**src/rtl/usb_uart_pkg.sv**
```systemverilog
// Shared constants for the USB-CDC to UART byte path.
// Holds the data width, the default FIFO depth and idle timeout, and the
// helper that sizes occupancy counters.
package usb_uart_pkg;

    localparam int DATA_W              = 8;
    localparam int FIFO_DEPTH_DEFAULT  = 16;
    localparam int IDLE_CYCLES_DEFAULT = 2000000;
    localparam int IDLE_CNT_W          = 24;

    typedef logic [DATA_W-1:0] byte_t;

    // An occupancy counter must represent 0..depth inclusive, so it needs
    // one bit more than a pointer into the storage.
    function automatic int level_width(input int depth);
        return $clog2(depth) + 1;
    endfunction

endpackage

```
**src/rtl/usb_uart_fifo_ram.sv**
```systemverilog
// Byte storage for usb_uart_fifo: synchronous write, asynchronous read,
// so the oldest byte can be presented in the same cycle it becomes the head.
module usb_uart_fifo_ram
    import usb_uart_pkg::*;
#(
    parameter int DEPTH = FIFO_DEPTH_DEFAULT,
    parameter int AW    = $clog2(FIFO_DEPTH_DEFAULT)
) (
    input  logic          clk,
    input  logic          we,
    input  logic [AW-1:0] waddr,
    input  byte_t         wdata,
    input  logic [AW-1:0] raddr,
    output byte_t         rdata
);

    byte_t mem [DEPTH];

    // Write port: store the byte on the write handshake edge.
    // NOTE: the array has no reset; stale contents are never visible because
    // the read side only looks at entries covered by the occupancy count.
    always_ff @(posedge clk) begin
        if (we) begin
            mem[waddr] <= wdata;
        end
    end

    assign rdata = mem[raddr];

endmodule

```
**src/rtl/usb_uart_fifo.sv**
```systemverilog
// First-word fall-through byte FIFO between the usb_cdc out stream and the
// uart s_axis input, with an optional link-idle detector.
// Optional feature: define USB_UART_FIFO_SLEEP_EN to build the idle counter
// that drives sleep_o; otherwise sleep_o is tied low.
module usb_uart_fifo
    import usb_uart_pkg::*;
#(
    parameter int DEPTH       = FIFO_DEPTH_DEFAULT,
    parameter int IDLE_CYCLES = IDLE_CYCLES_DEFAULT
) (
    input  logic                          clk,
    input  logic                          rst,
    input  logic [DATA_W-1:0]             s_data_i,
    input  logic                          s_valid_i,
    output logic                          s_ready_o,
    output logic [DATA_W-1:0]             m_data_o,
    output logic                          m_valid_o,
    input  logic                          m_ready_i,
    output logic [level_width(DEPTH)-1:0] level_o,
    output logic                          sleep_o
);

    localparam int AW = $clog2(DEPTH);
    localparam int LW = level_width(DEPTH);

    logic [AW-1:0] wr_ptr;
    logic [AW-1:0] rd_ptr;
    logic [LW-1:0] level;
    logic [LW-1:0] level_next;
    logic          wr_en;
    logic          rd_en;

    // Flow control comes only from the registered level, so there is no
    // combinational path from m_ready_i to s_ready_o.
    assign s_ready_o = (level != LW'(DEPTH));
    assign m_valid_o = (level != '0);
    assign level_o   = level;

    // A handshake presented while rst is high is ignored entirely.
    assign wr_en = s_valid_i & s_ready_o & ~rst;
    assign rd_en = m_valid_o & m_ready_i & ~rst;

    usb_uart_fifo_ram #(
        .DEPTH (DEPTH),
        .AW    (AW)
    ) u_ram (
        .clk   (clk),
        .we    (wr_en),
        .waddr (wr_ptr),
        .wdata (s_data_i),
        .raddr (rd_ptr),
        .rdata (m_data_o)
    );

    // Next occupancy: +1 on write only, -1 on read only, else unchanged.
    always_comb begin
        // NOTE: assigning the default before the case keeps every path
        // covered, so no latch is inferred.
        level_next = level;
        case ({wr_en, rd_en})
            2'b10:   level_next = level + LW'(1);
            2'b01:   level_next = level - LW'(1);
            default: level_next = level;
        endcase
    end

    // Pointer and occupancy registers; pointers wrap naturally at DEPTH.
    always_ff @(posedge clk) begin
        // NOTE: non-blocking assignments so every register samples the
        // pre-edge values regardless of statement order.
        if (rst) begin
            wr_ptr <= '0;
            rd_ptr <= '0;
            level  <= '0;
        end else begin
            if (wr_en) begin
                wr_ptr <= wr_ptr + AW'(1);
            end
            if (rd_en) begin
                rd_ptr <= rd_ptr + AW'(1);
            end
            level <= level_next;
        end
    end

`ifdef USB_UART_FIFO_SLEEP_EN
    localparam logic [IDLE_CNT_W-1:0] IDLE_MAX = IDLE_CNT_W'(IDLE_CYCLES);

    logic [IDLE_CNT_W-1:0] idle_cnt;
    logic                  idle_clr;
    logic                  sleep_q;

    // Any traffic, pending request or buffered byte means the link is busy.
    assign idle_clr = wr_en | rd_en | s_valid_i | m_valid_o;

    // Idle counter: cleared by activity, otherwise counts up and saturates.
    always_ff @(posedge clk) begin
        if (rst || idle_clr) begin
            idle_cnt <= '0;
        end else if (idle_cnt != IDLE_MAX) begin
            idle_cnt <= idle_cnt + IDLE_CNT_W'(1);
        end
    end

    // Sleep flag: set once the counter has saturated, dropped on activity.
    always_ff @(posedge clk) begin
        if (rst || idle_clr) begin
            sleep_q <= 1'b0;
        end else begin
            sleep_q <= (idle_cnt == IDLE_MAX);
        end
    end

    assign sleep_o = sleep_q;
`else
    assign sleep_o = 1'b0;
`endif

endmodule

```
**config.mk**
```make
export PLATFORM = sky130hd
export DESIGN_NAME = usb_uart_fifo
export DESIGN_NICKNAME = d
export VERILOG_FILES = /design/src/rtl/usb_uart_pkg.sv /design/src/rtl/usb_uart_fifo_ram.sv /design/src/rtl/usb_uart_fifo.sv
export SDC_FILE = /design/constraint.sdc
export NUM_CORES = 1
export LEC_CHECK = 0
export BUFFER_PORTS_ARGS = -buffer_cell sky130_fd_sc_hd__buf_2
export CAP_MARGIN = 20
export CORE_ASPECT_RATIO = 0.6
export CORE_MARGIN = 2
export CORE_UTILIZATION = 60
export DETAILED_ROUTE_END_ITERATION = 8
export MAX_ROUTING_LAYER = met4
export PLACE_DENSITY_LB_ADDON = 0.12
export SETUP_SLACK_MARGIN = 0.2
export SYNTH_ARGS = -nofsm -noshare
export SYNTH_HDL_FRONTEND = slang
export SYNTH_SLANG_ARGS = --single-unit
```
**constraint.sdc**
```tcl
create_clock -name clk -period 4.05 [get_ports clk]
set_input_delay 0.2025 -clock clk [delete_from_list [all_inputs] [get_ports clk]]
set_output_delay 0.2025 -clock clk [all_outputs]
set_load 0.005 [all_outputs]
```
## Word level (Yosys, flattened, before mapping)

Memory sizes are Yosys's and may differ from the RTL's. A register that Yosys moved wholly into a read port is not among the register bits.
Cells that the tools add are included.

| storage, ports and cells | value |
|---|---|
| register bits after elaboration | 13 |
| bits in writable memories | 128 |
| input bits | 12 |
| output and inout port bits | 16 |
| word-level logic and storage cells | 23 |
| memories | 1 |

Memories:

| name | words | width | read ports | clocked after memory_dff | wr ports | line | source |
|---|---|---|---|---|---|---|---|
| u_ram.mem | 16 | 8 | 1 | 1 | 1 | usb_uart_fifo_ram.sv:17 | `byte_t mem [DEPTH];` |

| cells by class | value |
|---|---|
| add/subtract/negate cells | 4 |
| eq/ne operators | 3 |
| mux-type cells | 5 |
| bitwise logic cells | 5 |
| reductions and logical operators | 2 |

Operators by type and width:

| kind | number |
|---|---|
| case mux 5 bit (2 select lines) | 1 |
| adder 4 x 1 -> 4 bit (second input constant) | 2 |
| two-way mux 4 bit | 2 |
| adder 5 x 1 -> 5 bit (second input constant) | 1 |
| inequality test 5 bit (second input constant) | 1 |
| nonzero test 5 bit | 1 |
| subtractor 5 x 1 -> 5 bit (second input constant) | 1 |
| AND 1 bit | 4 |
| == test 2 x 1 -> 1 bit (second input constant) | 1 |
| == test 2 bit (second input constant) | 1 |
| two-way mux 1 bit | 2 |
| nonzero test 2 bit | 1 |
| inverter 1 bit | 1 |

## Logic depth before layout (Yosys ltp)

| depth | value |
|---|---|
| depth in word-level cells | 5 |
| mapped depth | 12 |
| gate-level depth less buffers | 10 |

## By module

A second synthesis with hierarchy kept.

| unflattened totals | value |
|---|---|
| cell total of the unflattened synthesis | 309 |
| area, all modules | 5749.3 µm² |

By module, submodules not included:

| module | times used | cells an instance | area an instance (µm²) | seq. area each (µm²) |
|---|---|---|---|---|
| usb_uart_fifo_ram | 1 | 221 | 4987.3 | 3843.7 |
| usb_uart_fifo | 1 | 88 | 762.0 | 260.2 |

## Least setup slack after synthesis

Ideal clock, no wire load.

| path | value |
|---|---|
| path kind | register -> register |
| from | register level[2] (netlist: level_o[2]) |
| to | register level[4] (netlist: level_o[4]) |
| library setup time | 129 ps |
| data arrival time | 2448 ps |
| required time | 3921 ps |
| slack | 1473 ps |
| stages on the path, launching flop included | 12 |
| path buffers | 2 |
| clock period less this slack | 2577 ps |
| cell sequence | dfxtp_1 buf_2 nor4_4 a21oi_2 ha_1 clkbuf_1 xor2_1 ha_1 or2_2 a31oi_1 o21bai_1 nand4_1 |

| on the way | value |
|---|---|
| word-level cells in the longest chain between the ends | 5 |
| elaborated cells between the ends (all ways) | 12 |
| those cells by class | add/sub (2); eq/ne (3); mux (1); bitwise (4); reduce/logical (2) |

Ends and longest elaborated chain:

| item | line | source |
|---|---|---|
| from (decl) | usb_uart_fifo.sv:28 | `logic [LW-1:0] level;` |
| from (signal assigned) | usb_uart_fifo.sv:82 | `level <= level_next;` |
| nonzero test 5 bit (*) | usb_uart_fifo.sv:36 | `assign m_valid_o = (level != '0);` |
| AND 1 bit (*) (2 in a row) | usb_uart_fifo.sv:41 | `assign rd_en = m_valid_o & m_ready_i & ~rst;` |
| net rd_en | usb_uart_fifo.sv:31 | `logic rd_en;` |
| == test 2 x 1 -> 1 bit / == test 2 bit (equally long branches) | usb_uart_fifo.sv:60 | `case ({wr_en, rd_en})` |
| case mux 5 bit (2 select lines) / nonzero test 2 bit (equally long branches) | n/a |  |

The timed path passes the listed nets; every way through them passes the cells marked *.
A chain may end at the register's enable or synchronous reset.

==> results.tsv <==
stage	metric	value	unit
global_routing	antenna_found_initial	0	
synth	netlist_instances	303	
synth	syn_area_per_cell	19.3	um2
global_routing	grt-ovfl-total	0	
floorplan	die_width	131	um
setup_path	critPathMaxFanout	17	
timing	fmax	0.345	GHz
pwr	p_comb_share	11.4	%
synth	postSynth.topFlopCell	edfxtp_1	
pwr	clkPwrFrac	40.4	%
clock_network	clock-sinks	145	
layout	drive_gt1_share	31.9	%
placed_design	hpwl	6870	um
detailed_routing	drc	0	
synth	synth_common_cells	128 x edfxtp_1, 40 x mux4_2, 25 x nor2_1	
synth	synth-seq-cells	145	
clock_network	cts_buffers	17	
timing	hold_violations	0	
floorplan	coreArea	9320	um2
floorplan	die_h	80.4	um
layout	diodes	0	
detailed_routing	vias	2904	
worst_hold_path	worstHoldPathType	input pin to flip-flop	
synth	synth_cell_types	39	
setup_path	cp_cell_sequence	buf_4, mux4_2, mux4_2, buf_2	
layout	areaGrowthSynthToFinish	14.1	%
clock_network	clk_pin_slew	0.06	ns
global_routing	grtUsageTotal	24.8	%
synth	ys.warnings.count	0	
setup_path	cpMostUsedCell	mux4_2	
status	outcome	completed	
setup_path	worst_setup_path_end_kind	primary output	
timing	drv_slew	0	
timing	finalCritPeriodShare	71.6	%
floorplan	start_util	62.6	%
timing	setup_viol_count_final	0	
worst_hold_path	hold_path_depth	1	
pwr	vdd_drop_max	331	uV
timing	tightest_slew	1.12	ns
clock_network	holdBufCountCts	0	
synth	yosys.area.top_type	edfxtp_1	
synth	async_reset_ff_share	0	%
setup_path	max_stage_delay	0.73	ns
job	maxCapViolCount	0	
synth	synth_area_leaders	edfxtp_1 66%, mux4_2 15%, dfxtp_1 5.8%	
synth	yosysMostFrequentCell	edfxtp_1	
global_routing	grt_pass1_wl	17300	um
clock_network	cts_tree	done	
detailed_routing	drtAntennaViolNets	0	
global_routing	grt_pass1_vias	2820	
clock_network	cts_max_path_buffers	2	
setup_path	required	3.85	ns
timing	fin_crit	2.90	ns
clock_network	cts_root_buffer	clkbuf_16	
timing	max-slew-margin-rel	24.8	%
placed_design	place_congestion	0.809	
placed_design	io_buffers	26	
setup_path	reg2reg_depth	9	
floorplan	ios	28	
setup_path	critPathArrivalTime	2.70	ns
layout	fin_nets	358	
setup_path	path_class	flip-flop to primary output	
pwr	p_leak	2.20	nW
setup_path	cp_slowest_cell	dfxtp_2	
synth	seq_area_frac_synth	71.7	%
detailed_routing	viasPerCell	6.04	
timing	fin_skew	0.00745	ns
pwr	netSwitchingPower	0.821	mW
synth	synth-edff-count	128	
detailed_routing	drt_iter0_drc	355	
timing	hold_ws	0.174	ns
global_routing	grt_max_degree	25	
timing	setup_tns	0	ns
synth	synth_top_area_share	65.8	%
pwr	seqPwrFrac	48.1	%
synth	syn_area	5840	um2
clock_network	htree_levels	4	
floorplan	dieArea	10600	um2
timing	rsz0062_at_grt	no	
detailed_routing	wl_per_cell	23.6	um
floorplan	num_rows	27	
pwr	power_density	539	nW/um2
detailed_routing	detail_route.first_pass.iterations	5	
setup_path	cp-start-kind	flip-flop	
detailed_routing	drt-total-wl	11300	um
clock_network	cts_setup_buffers	0	
clock_network	clk_latency	0.42	ns
pwr	p_int	2.77	mW
synth	syn_nets	323	
pwr	switching_share	22.9	%
clock_network	cts_resized	0	
per-layer routing:
metal  up-vias  share of wire, %  global-route usage [%]
met5         -                 0                       -
met4         0               1.1                    8.80
met1      1495                46                    35.3
met2       119                45                    34.7
li1       1277                 -                       -
met3        13               8.0                    7.20
logic make-up after synthesis:
| logic type | count (synthesis) | synth area share [%] |
|---|---|---|
| other | 1 | 0.0642 |
| xor gates and xnor gates | 11 | 1.65 |
| and+or+nand+nor | 61 | 5.42 |
| AOI/OAI and AO/OA | 14 | 1.95 |
| adders and majority gates | 8 | 1.71 |
| DFF | 145 | 71.7 |
| muxes | 41 | 15.6 |
| buffers and inverters | 22 | 1.93 |
through the flow:
step,area (um2),setup WS [ns],power [mW],std cells,util (%)
finish,6660,1.15,3.59,481,71.4
global route,6660,0.996,3.73,481,71.4
CTS,6650,1.10,3.61,480,71.3
detailed placement,6090,1.31,2.17,448,65.3
global placement,6090,1.42,2.16,448,65.3
floorplan,5840,1.47,2.05,303,-
path summary, 6_finish.rpt:
kind	startpoint	endpoint	slack, ns
max	flip-flop	m_data_o[5]	1.15
min	s_data_i[4]	u_ram.mem[10][4]	0.17
max reg2reg	level_o[4]	level_o[4]	1.29
min reg2reg	rd_ptr[3]	rd_ptr[3]	0.51
state kept, by name, indices dropped and copies added, names as in the netlist, named ones only:
register	cells
level_o	5
rd_ptr	4
u_ram.mem	128
wr_ptr	4
critical path, delay by kind of cell, from the launching register on:
family,cells,cell delay (ns)
flops,1,0.73
mux,2,1.04
buf+inv,2,0.49
cell type report:
| class | instances | area (um2) |
|---|---|---|
| flip-flops and latches | 145 | 4190 |
| clock inverters | 8 | 46.3 |
| fillers | 600 | 2670 |
| multi-input cells | 136 | 1540 |
| repair buffers | 34 | 194 |
| well taps | 130 | 163 |
| clock buffers | 24 | 514 |
| inverters | 4 | 15.0 |
power by group through the flow:
| stage | sequential [mW] | combinational [mW] | clock, mW |
|---|---|---|---|
| 6_report | 1.73 | 0.410 | 1.45 |
| 5_1_grt | 1.73 | 0.451 | 1.54 |
| 4_1_cts | 1.73 | 0.416 | 1.47 |
| 3_5_place_dp | 1.76 | 0.414 | 0 |
| 3_3_place_gp | 1.75 | 0.407 | 0 |
| 2_1_floorplan | 1.72 | 0.333 | 0 |
layout by cell type, fill, tap and decap left out, types with 3 or more instances in the layout:
master / netlist / layout
nand4_1: 3 / 3
nand2b_1: 5 / 5
edfxtp_1: 128 / 128
xnor2_1: 4 / 4
o21ai_0: 3 / 3
clkinv_2: 0 / 4
nand2_1: 11 / 11
buf_4: 1 / 7
ha_1: 8 / 8
inv_1: 4 / 4
clkbuf_16: 0 / 19
mux4_2: 40 / 40
clkbuf_1: 6 / 3
buf_2: 2 / 26
dfxtp_1: 17 / 16
inv_4: 0 / 3
xor2_1: 7 / 7
nor2_1: 25 / 25
nor3_1: 7 / 7
Power figures use the tool's default switching activity.
